[src/rtl/mac_bus_pkg.sv]
// mac_bus_pkg: shared types and constants for the Mac Plus bus controller.
// Holds the region/state encodings, the address map and default wait states.
package mac_bus_pkg;

    typedef enum logic [2:0] {
        RG_NONE,
        RG_RAM,
        RG_ROM,
        RG_SCSI,
        RG_SCC,
        RG_IWM,
        RG_VIA,
        RG_IACK
    } region_t;

    typedef enum logic [2:0] {
        ST_IDLE,
        ST_DECODE,
        ST_WAIT,
        ST_ACK,
        ST_BERR
    } state_t;

    localparam logic [23:0] RAM_BASE  = 24'h000000;
    localparam logic [23:0] RAM_MASK  = 24'hC00000;
    localparam logic [23:0] ROM_BASE  = 24'h400000;
    localparam logic [23:0] ROM_MASK  = 24'hF00000;
    localparam logic [23:0] SCSI_BASE = 24'h580000;
    localparam logic [23:0] SCSI_MASK = 24'hF80000;
    localparam logic [23:0] SCCR_BASE = 24'h800000;
    localparam logic [23:0] SCCW_BASE = 24'hA00000;
    localparam logic [23:0] SCC_MASK  = 24'hE00000;
    localparam logic [23:0] IWM_BASE  = 24'hC00000;
    localparam logic [23:0] IWM_MASK  = 24'hE00000;
    localparam logic [23:0] VIA_BASE  = 24'hE80000;
    localparam logic [23:0] VIA_MASK  = 24'hF80000;

    localparam int DEF_ROM_WS  = 1;
    localparam int DEF_SCSI_WS = 2;
    localparam int DEF_TMO     = 63;

    localparam int WS_W = 4;
    localparam int WD_W = 6;

    function automatic logic addr_hit(
        input logic [23:0] a,
        input logic [23:0] base,
        input logic [23:0] mask
    );
        return (a & mask) == base;
    endfunction

endpackage

[src/rtl/mac_addr_decode.sv]
// mac_addr_decode: combinational CPU cycle -> region decode.
// Earlier tests take priority; IACK overrides any address.
module mac_addr_decode
    import mac_bus_pkg::*;
(
    input  logic [23:0] i_addr,
    input  logic [2:0]  i_fc,
    input  logic        i_rw_n,
    input  logic        i_overlay,
    output logic [2:0]  o_region
);

    region_t w_region;

    always_comb begin
        w_region = RG_NONE;
        if (i_fc == 3'b111)
            w_region = RG_IACK;
        else if (addr_hit(i_addr, RAM_BASE, RAM_MASK))
            w_region = i_overlay ? RG_ROM : RG_RAM;
        else if (addr_hit(i_addr, ROM_BASE, ROM_MASK))
            w_region = RG_ROM;
        else if (addr_hit(i_addr, SCSI_BASE, SCSI_MASK))
            w_region = RG_SCSI;
        else if (i_rw_n && addr_hit(i_addr, SCCR_BASE, SCC_MASK))
            w_region = RG_SCC;
        else if (!i_rw_n && addr_hit(i_addr, SCCW_BASE, SCC_MASK))
            w_region = RG_SCC;
        else if (addr_hit(i_addr, IWM_BASE, IWM_MASK))
            w_region = RG_IWM;
        else if (addr_hit(i_addr, VIA_BASE, VIA_MASK))
            w_region = RG_VIA;
    end

    assign o_region = w_region;

endmodule

[src/rtl/mac_bus_ctrl.sv]
// mac_bus_ctrl: 68000 slave bus controller for the Mac Plus memory map.
// Define BUS_TIMEOUT_EN to enable the watchdog and bus-error path.
module mac_bus_ctrl
    import mac_bus_pkg::*;
#(
    parameter int ROM_WS  = DEF_ROM_WS,
    parameter int SCSI_WS = DEF_SCSI_WS,
    parameter int TMO     = DEF_TMO
) (
    input  logic        clk,
    input  logic        reset,
    input  logic        phi1,
    input  logic        phi2,
    input  logic        as_n,
    input  logic        uds_n,
    input  logic        lds_n,
    input  logic        rw_n,
    input  logic [2:0]  fc,
    input  logic [23:0] addr,
    input  logic        overlay,
    input  logic        ram_ready,
    output logic        dtack_n,
    output logic        vpa_n,
    output logic        berr,
    output logic        sel_ram,
    output logic        sel_rom,
    output logic        sel_scsi,
    output logic        sel_scc,
    output logic        sel_iwm,
    output logic        sel_via
);

    state_t          r_state;
    state_t          w_state_nxt;
    region_t         r_region;
    region_t         w_region_nxt;
    logic [2:0]      w_dec_raw;
    logic [WS_W-1:0] r_cnt;
    logic [WS_W-1:0] w_cnt_nxt;
    logic [WS_W-1:0] w_ws;
    logic            w_ready;
    logic            w_tmo;
    logic            w_none_err;
    logic [5:0]      w_sel;
    logic            w_dtack_n;
    logic            w_vpa_n;
    logic            w_berr;
    logic [5:0]      r_sel;
    logic            r_dtack_n;
    logic            r_vpa_n;
    logic            r_berr;
    logic            w_unused;

    assign w_unused = ^{phi1, uds_n, lds_n, (TMO != 0)};

    mac_addr_decode u_dec (
        .i_addr    (addr),
        .i_fc      (fc),
        .i_rw_n    (rw_n),
        .i_overlay (overlay),
        .o_region  (w_dec_raw)
    );

    function automatic logic [WS_W-1:0] ws_of(input region_t rg);
        case (rg)
            RG_ROM:  return WS_W'(ROM_WS);
            RG_SCSI: return WS_W'(SCSI_WS);
            default: return '0;
        endcase
    endfunction

`ifdef BUS_TIMEOUT_EN
    logic [WD_W-1:0] r_wd;

    always_ff @(posedge clk or posedge reset) begin
        if (reset)
            r_wd <= '0;
        else if (r_state != ST_DECODE && r_state != ST_WAIT)
            r_wd <= '0;
        else if (phi2)
            r_wd <= r_wd + 1'b1;
    end

    assign w_tmo      = (r_wd == WD_W'(TMO - 1));
    assign w_none_err = (r_region == RG_NONE);
`else
    assign w_tmo      = 1'b0;
    assign w_none_err = 1'b0;
`endif

    always_ff @(posedge clk or posedge reset) begin
        if (reset) begin
            r_state  <= ST_IDLE;
            r_region <= RG_NONE;
            r_cnt    <= '0;
        end else begin
            r_state  <= w_state_nxt;
            r_region <= w_region_nxt;
            r_cnt    <= w_cnt_nxt;
        end
    end

    assign w_ready = (r_region != RG_RAM) || ram_ready;
    assign w_ws    = ws_of(r_region);

    // A zero-wait region may acknowledge straight out of DECODE;
    // otherwise WAIT is entered already one tick into its wait.
    always_comb begin
        w_state_nxt  = r_state;
        w_region_nxt = r_region;
        w_cnt_nxt    = r_cnt;
        if (phi2) begin
            case (r_state)
                ST_IDLE: begin
                    if (!as_n) begin
                        w_state_nxt  = ST_DECODE;
                        w_region_nxt = region_t'(w_dec_raw);
                    end
                end
                ST_DECODE: begin
                    if (as_n)
                        w_state_nxt = ST_IDLE;
                    else if (w_none_err)
                        w_state_nxt = ST_BERR;
                    else if (w_ws == '0 && w_ready)
                        w_state_nxt = ST_ACK;
                    else if (w_tmo)
                        w_state_nxt = ST_BERR;
                    else begin
                        w_state_nxt = ST_WAIT;
                        w_cnt_nxt   = (w_ws == '0) ? '0 : w_ws - 1'b1;
                    end
                end
                ST_WAIT: begin
                    if (as_n)
                        w_state_nxt = ST_IDLE;
                    else if (r_cnt == '0 && w_ready)
                        w_state_nxt = ST_ACK;
                    else if (w_tmo)
                        w_state_nxt = ST_BERR;
                    else if (r_cnt != '0)
                        w_cnt_nxt = r_cnt - 1'b1;
                end
                ST_ACK, ST_BERR: begin
                    if (as_n)
                        w_state_nxt = ST_IDLE;
                end
                default: w_state_nxt = ST_IDLE;
            endcase
        end
    end

    always_comb begin
        w_sel     = '0;
        w_dtack_n = 1'b1;
        w_vpa_n   = 1'b1;
        w_berr    = (w_state_nxt == ST_BERR);
        if (w_state_nxt == ST_WAIT || w_state_nxt == ST_ACK ||
            w_state_nxt == ST_BERR) begin
            case (w_region_nxt)
                RG_RAM:  w_sel = 6'b100000;
                RG_ROM:  w_sel = 6'b010000;
                RG_SCSI: w_sel = 6'b001000;
                RG_SCC:  w_sel = 6'b000100;
                RG_IWM:  w_sel = 6'b000010;
                RG_VIA:  w_sel = 6'b000001;
                default: w_sel = 6'b000000;
            endcase
        end
        if (w_state_nxt == ST_ACK) begin
            if (w_region_nxt == RG_VIA || w_region_nxt == RG_IACK)
                w_vpa_n = 1'b0;
            else
                w_dtack_n = 1'b0;
        end
    end

    always_ff @(posedge clk or posedge reset) begin
        if (reset) begin
            r_sel     <= '0;
            r_dtack_n <= 1'b1;
            r_vpa_n   <= 1'b1;
            r_berr    <= 1'b0;
        end else begin
            r_sel     <= w_sel;
            r_dtack_n <= w_dtack_n;
            r_vpa_n   <= w_vpa_n;
            r_berr    <= w_berr;
        end
    end

    assign dtack_n  = r_dtack_n;
    assign vpa_n    = r_vpa_n;
    assign berr     = r_berr;
    assign sel_ram  = r_sel[5];
    assign sel_rom  = r_sel[4];
    assign sel_scsi = r_sel[3];
    assign sel_scc  = r_sel[2];
    assign sel_iwm  = r_sel[1];
    assign sel_via  = r_sel[0];

endmodule

[config.mk]
export PLATFORM = sky130hd
export DESIGN_NAME = mac_bus_ctrl
export DESIGN_NICKNAME = d
export VERILOG_FILES = /design/src/rtl/mac_bus_pkg.sv /design/src/rtl/mac_addr_decode.sv /design/src/rtl/mac_bus_ctrl.sv
export SDC_FILE = /design/constraint.sdc
export NUM_CORES = 1
export LEC_CHECK = 0
export ABC_AREA = 1
export BUFFER_PORTS_ARGS = -buffer_cell sky130_fd_sc_hd__buf_2
export CAP_MARGIN = 20
export CORE_UTILIZATION = 39
export DETAILED_ROUTE_END_ITERATION = 10
export GPL_ROUTABILITY_DRIVEN = 0
export PLACE_DENSITY = 0.74
export SYNTH_ARGS = -nofsm -noshare
export SYNTH_HDL_FRONTEND = slang
export SYNTH_SLANG_ARGS = --single-unit
[constraint.sdc]
create_clock -name clk -period 2.07 [get_ports clk]
set_clock_uncertainty 0.2 [all_clocks]
set_input_delay 0.207 -clock clk [delete_from_list [all_inputs] [get_ports clk]]
set_output_delay 0.207 -clock clk [all_outputs]
set_load 0.01 [all_outputs]
# Word level (Yosys, flattened, before mapping)
# Index checks and enable logic that the tools add are counted.
# word_totals
inputBits	37
out_inout_bits	9
elab_cells	89
reg_bits	19
# op_classes
eq_ne	29
muxes	34
add_sub_neg	2
reduce_logical	17
# op_table
op	n
$mux W3	16
$pmux W6 S6	1
$eq A3 B3 Y1 const B	10
$eq A3 B2 Y1 const B	8
$logic_not A24 Y1	1
$mux W4	6
$pmux W3 S4	1
$ne A2 B2 Y1 const B	5
$logic_not A4 Y1	2
$pmux W4 S2	1
$sub A4 B1 Y4 const B	2
$reduce_and A7 Y1	1
$eq A3 B1 Y1 const B	2
$mux W6	1
$eq A5 B4 Y1 const B	1
$eq A5 B5 Y1 const B	1
$mux W1	5
$eq A4 B3 Y1 const B	1
$logic_and A1 B1 Y1	4
$logic_or A1 B1 Y1	4
$mux W2	2
$pmux W2 S2	1
$reduce_bool A4 Y1	1
$logic_not A3 Y1	1
other kinds (4)	4

# Logic depth before layout (Yosys ltp)
# logic_depth
word_depth	16
ltp_mapped	11
ltp_nobuf	11

# Cells and area by module
# Synthesis repeated with hierarchy kept, for this count alone.
# unflattened
cells_unflattened	140
hier_area_um2	1077.3
# by_module_without_submodules
mod	instances	seq_area_each_um2	area_each_um2	cells_per_inst
mac_bus_ctrl	1	478.0	955.9	112
mac_addr_decode	1	0.0	121.4	28

# Least setup slack after synthesis
# OpenSTA, ideal clock, no wires.
# synth_path
path_kind	reg2reg
startpoint	register r_cnt[0]
endpoint	register r_cnt[3]
n_path_buf	0
path_slack_ns	0.514
required_ns	1.744
period_less_slack_ns	1.556
stages_incl_launch_ff	10
arrival_time_ns	1.230
cell_sequence	dfrtp_1 inv_1 ha_1 nand2_1 nor2_1 o21ai_1 nand3_2 nor2_1 nand2_1 nor3b_2
# synth_between
elab_chain_cells	5
# synth_rtl
element	line_no	source
start: declaration	mac_bus_ctrl.sv:38	logic [WS_W-1:0] r_cnt;
start signal: assignment	mac_bus_ctrl.sv:99	r_cnt <= w_cnt_nxt;
$sub A4 B1 Y4	mac_bus_ctrl.sv:142	w_cnt_nxt = r_cnt - 1'b1;
$mux W4	mac_bus_ctrl.sv:141	else if (r_cnt != '0)
$mux W4	mac_bus_ctrl.sv:137	else if (r_cnt == '0 && w_ready)
$mux W4	mac_bus_ctrl.sv:135	if (as_n)
$pmux W4 S2	mac_bus_ctrl.sv:113	case (r_state)
# Parallel ways exist; a longest one is shown, timed or not. The select of a mux whose other input is x is not followed.
# A chain may end at the register's enable or synchronous reset.

# Worst setup path in the final report
# layout_path
startpoint	register r_cnt[0]
endpoint	register r_sel[0]
# layout_between
elab_chain_cells	10
# layout_rtl
element	line_no	source
$logic_not A4 Y1 *	mac_bus_ctrl.sv:137	
$logic_and A1 B1 Y1 *	mac_bus_ctrl.sv:137	
$mux W3 *	mac_bus_ctrl.sv:137	
$mux W3 *	mac_bus_ctrl.sv:135	
$pmux W3 S4 *	mac_bus_ctrl.sv:113	
$mux W3 *	mac_bus_ctrl.sv:112	if (phi2) begin
$eq A3 B2 Y1	mac_bus_ctrl.sv:158	if (w_state_nxt == ST_WAIT || w_state_nxt == ST_ACK ||
$logic_or A1 B1 Y1	mac_bus_ctrl.sv:158	
$logic_or A1 B1 Y1 *	mac_bus_ctrl.sv:158	
$mux W6 *	mac_bus_ctrl.sv:158	
named net w_sel[0]	mac_bus_ctrl.sv:44	logic [5:0] w_sel;
end signal: assignment	mac_bus_ctrl.sv:185	r_sel <= w_sel;
end: declaration	mac_bus_ctrl.sv:48	logic [5:0] r_sel;
# Mark *: on every way through the listed nets, which the timed path passes. The rest lies on a longest branch.

==> impl_results.md <==
* Status: complete, no violations
* Die width at 55.7 um
* Row count at 19
* Mapped Cells at between 100 and 150
* Clock buffer depth at 2
* Fin. Hold Viols at 0
* CP most frequent cell: nand2_1
* Top delay family on crit path: simple AND/OR/NAND/NOR gates
* RSZ-0062 raised after global routing: false
* Vias in the first global route at 972
* Worst slew pin tran at 690 ps
* Crit path cell chain: inv_1, ha_1, nand2_1, nor2_1, nand3_1, nand2_1, nand2_1, nand2_1, nand2_1, nand3_2, a21oi_1
* Seq/Total Area, Yosys at 42.4%
* DRT antenna net count at 0
* Commonest cells post-synth: 28 x nand2_1, 20 x nor2_1, 17 x dfrtp_1, 17 x inv_1, 13 x nand3_1
* Hold buffers post-CTS at 1
* # Max-Cap Violations at 0
* Remaining Overflow, GRT at 0
* CP endpoint kind: flop
* Post-CTS Setup Inserts at 0
* Avg Cell Area, Syn at roughly 8 um^2
* Final critical-path required period at 1810 ps
* Metal-1 WL at 861 um
* Pwr dens at 877 nW/um^2
* Hold Worst Slack at 46.9 ps
* Sequential cell area at roughly 480 um^2
* Fin crit share at 87.2%
* Final setup fails at 0
* Top cells by area, synth: dfrtp_1 38%, nand2_1 9.3%, nor2_1 6.7%, nand3_1 5.8%, inv_1 5.7%
* Clock Latency Late Sink at 290 ps
* Kind of critical path: flop to flop
* Final nets at 210
* H-tree depth at 1
* Starting Density at 41.2%
* First-pass GRT wire length at 3890 um
* P_leak at 0.701 nW
* Ys async rst share at 100%
* DRC Markers at 0
* Post-synth EDFFs at 0
* Cell count after placement at 197
* Vias per cell at 4.95
* Area occupied by multi-input gates at around 560 um^2
* Die Y at 55.7 um
* Core Footprint at approximately 2700 um^2
* Worst path arrival time at approximately 1800 ps
* Crit-path slowest cell: dfrtp_1
* Root buffer cell: clkbuf_4
* GRT Total Usage at 16.0%
* Highest Signal Layer: met4
* DR iter-0 viols at 11
* Yosys warns at 0
* ANT cells at 0
* Die Area at 3110 um^2
* Max rail drop VDD at between 0.6 and 0.7 mV
* Post-DP HPWL at around 1800 um
* TritonCTS Buffers at 3
* Max-slew violations at 0
* Fillers at roughly 250
* Met3 WL at about 65 um
* Metal2 WL at 1230 um
* Port Buffers at 23
* Synth area leader: dfrtp_1
* Peak fanout along the critical path at 7
* Fin cells at 202
* Max Clock Freq at 554 MHz
* Yosys cell types at 30
* Layout cells sized above 1 at 29.8%
* CP peak stage delay at 400 ps
* Worst Hold Class: primary input to flop
* Syn Std Cell Area at roughly 1100 um^2
* CP Buf/Inv Count at 1
* Drt total wl at 2190 um
* Flops & latches, synth at 19
* Syn nets at 181
* Critical Path Source Type: flop
* Most common flop cell mapped by yosys: dfrtp_1
* Wirelength per Cell at 10.8 um
* CP required at 2060 ps
* Antenna violations before repair at 0
* Setup TNS at 0 ps
* Vias at 1000
* CTS clk-pin slew, worst paths at 110 ps
* Area Overhead vs Synth at 17.2%
* Slew margin rel. at 53.9%
* IO Pins at 46
* CTS tree: done
* CTS Sinks at 19
* Post-cts sizing count at 0
* Largest net degree at the start of global routing at 20
* Drt pass-1 iters at 4
* Top-count cell post-synth: nand2_1
* Post-synth top area share at 37.8%
==> per-layer routing <==
layer / vias to the layer above / track usage [%]
met4: 0 / 7.50
li1: 518 / -
met3: 4 / 5.35
met1: 461 / 16.0
met5: - / 0
met2: 17 / 29.6
==> worst register-to-register path, delay by kind of cell, from the launching register on <==
kind / cells / cell delay [ps]
adders and majority gates: 1 / 220
DFF: 1 / 400
buffers and inverters: 1 / 100
AOI/OAI and AO/OA: 1 / 90
and+or+nand+nor: 8 / 690
==> power breakdown <==
part | leakage [nW] | internal (mW) | switching (mW) | total, mW
Combinational | 0.444 | 0.172 | 0.297 | 0.469
Clock | 0.0139 | 0.0735 | 0.114 | 0.188
Sequential | 0.244 | 0.444 | 0.0567 | 0.501
==> worst paths after layout <==
kind	startpoint	end	slack [ps]	cells past startpoint
min reg2reg	r_cnt[1]$_DFFE_PP0P_	r_cnt[1]$_DFFE_PP0P_	300	2
min	phi2	r_state[1]$_DFF_PP0_	50	4
max	r_cnt[0]$_DFFE_PP0P_	r_sel[0]$_DFF_PP0_	260	11
max in group asynchronous	reset	r_region[0]$_DFF_PP0_	890	3
min in group asynchronous	reset	berr$_DFF_PP0_	350	3
max reg2reg	r_cnt[0]$_DFFE_PP0P_	r_sel[0]$_DFF_PP0_	260	11
==> registers in the layout, indices dropped and copies added, names as in the netlist <==
signal,count
dtack_n,1
r_cnt,4
r_sel,6
berr,1
vpa_n,1
r_state,3
r_region,3
==> kinds of logic after synthesis <==
family          synth area share [%]
fa+ha+maj                       1.11
simple gates                    37.2
compound gates                  10.6
xor+xnor                       0.778
buf+inv                         7.89
flops                           42.4
==> stage by stage <==
| step | worst slack (ps) | power, mW | area, um^2 | util (%) |
|---|---|---|---|---|
| after floorplan | 514 | 0.867 | 1130 | - |
| after CTS | 263 | 1.17 | 1320 | 48.3 |
| final | 264 | 1.16 | 1320 | 48.3 |
| after detailed placement | 277 | 0.980 | 1280 | 46.8 |
| after global routing | 122 | 1.26 | 1320 | 48.3 |
| after global placement | 379 | 0.954 | 1280 | 46.8 |
==> cell type report <==
class / instances / share of cell area [%]
clock buffer: 3 / 1.71
inverter: 23 / 6.73
sequential: 19 / 36.2
multi-input combinational: 101 / 42.4
timing repair buffer: 24 / 9.48
clock inverter: 1 / 0.569
tap: 31 / 2.94
==> layout by cell type, fill, tap and decap left out, types with 2 or more instances in the layout <==
cell,instances
nand2_2,2
clkbuf_4,3
nor2_4,3
dfrtp_1,17
a21oi_1,9
nor2_2,3
dfstp_2,2
nand2_4,2
inv_2,4
o21ai_0,2
nand4_1,3
nand3_1,13
nand3_2,2
buf_2,23
nand2_1,28
o21ai_1,2
inv_1,17
nor2_1,20
Power figures use the tool's default switching activity.
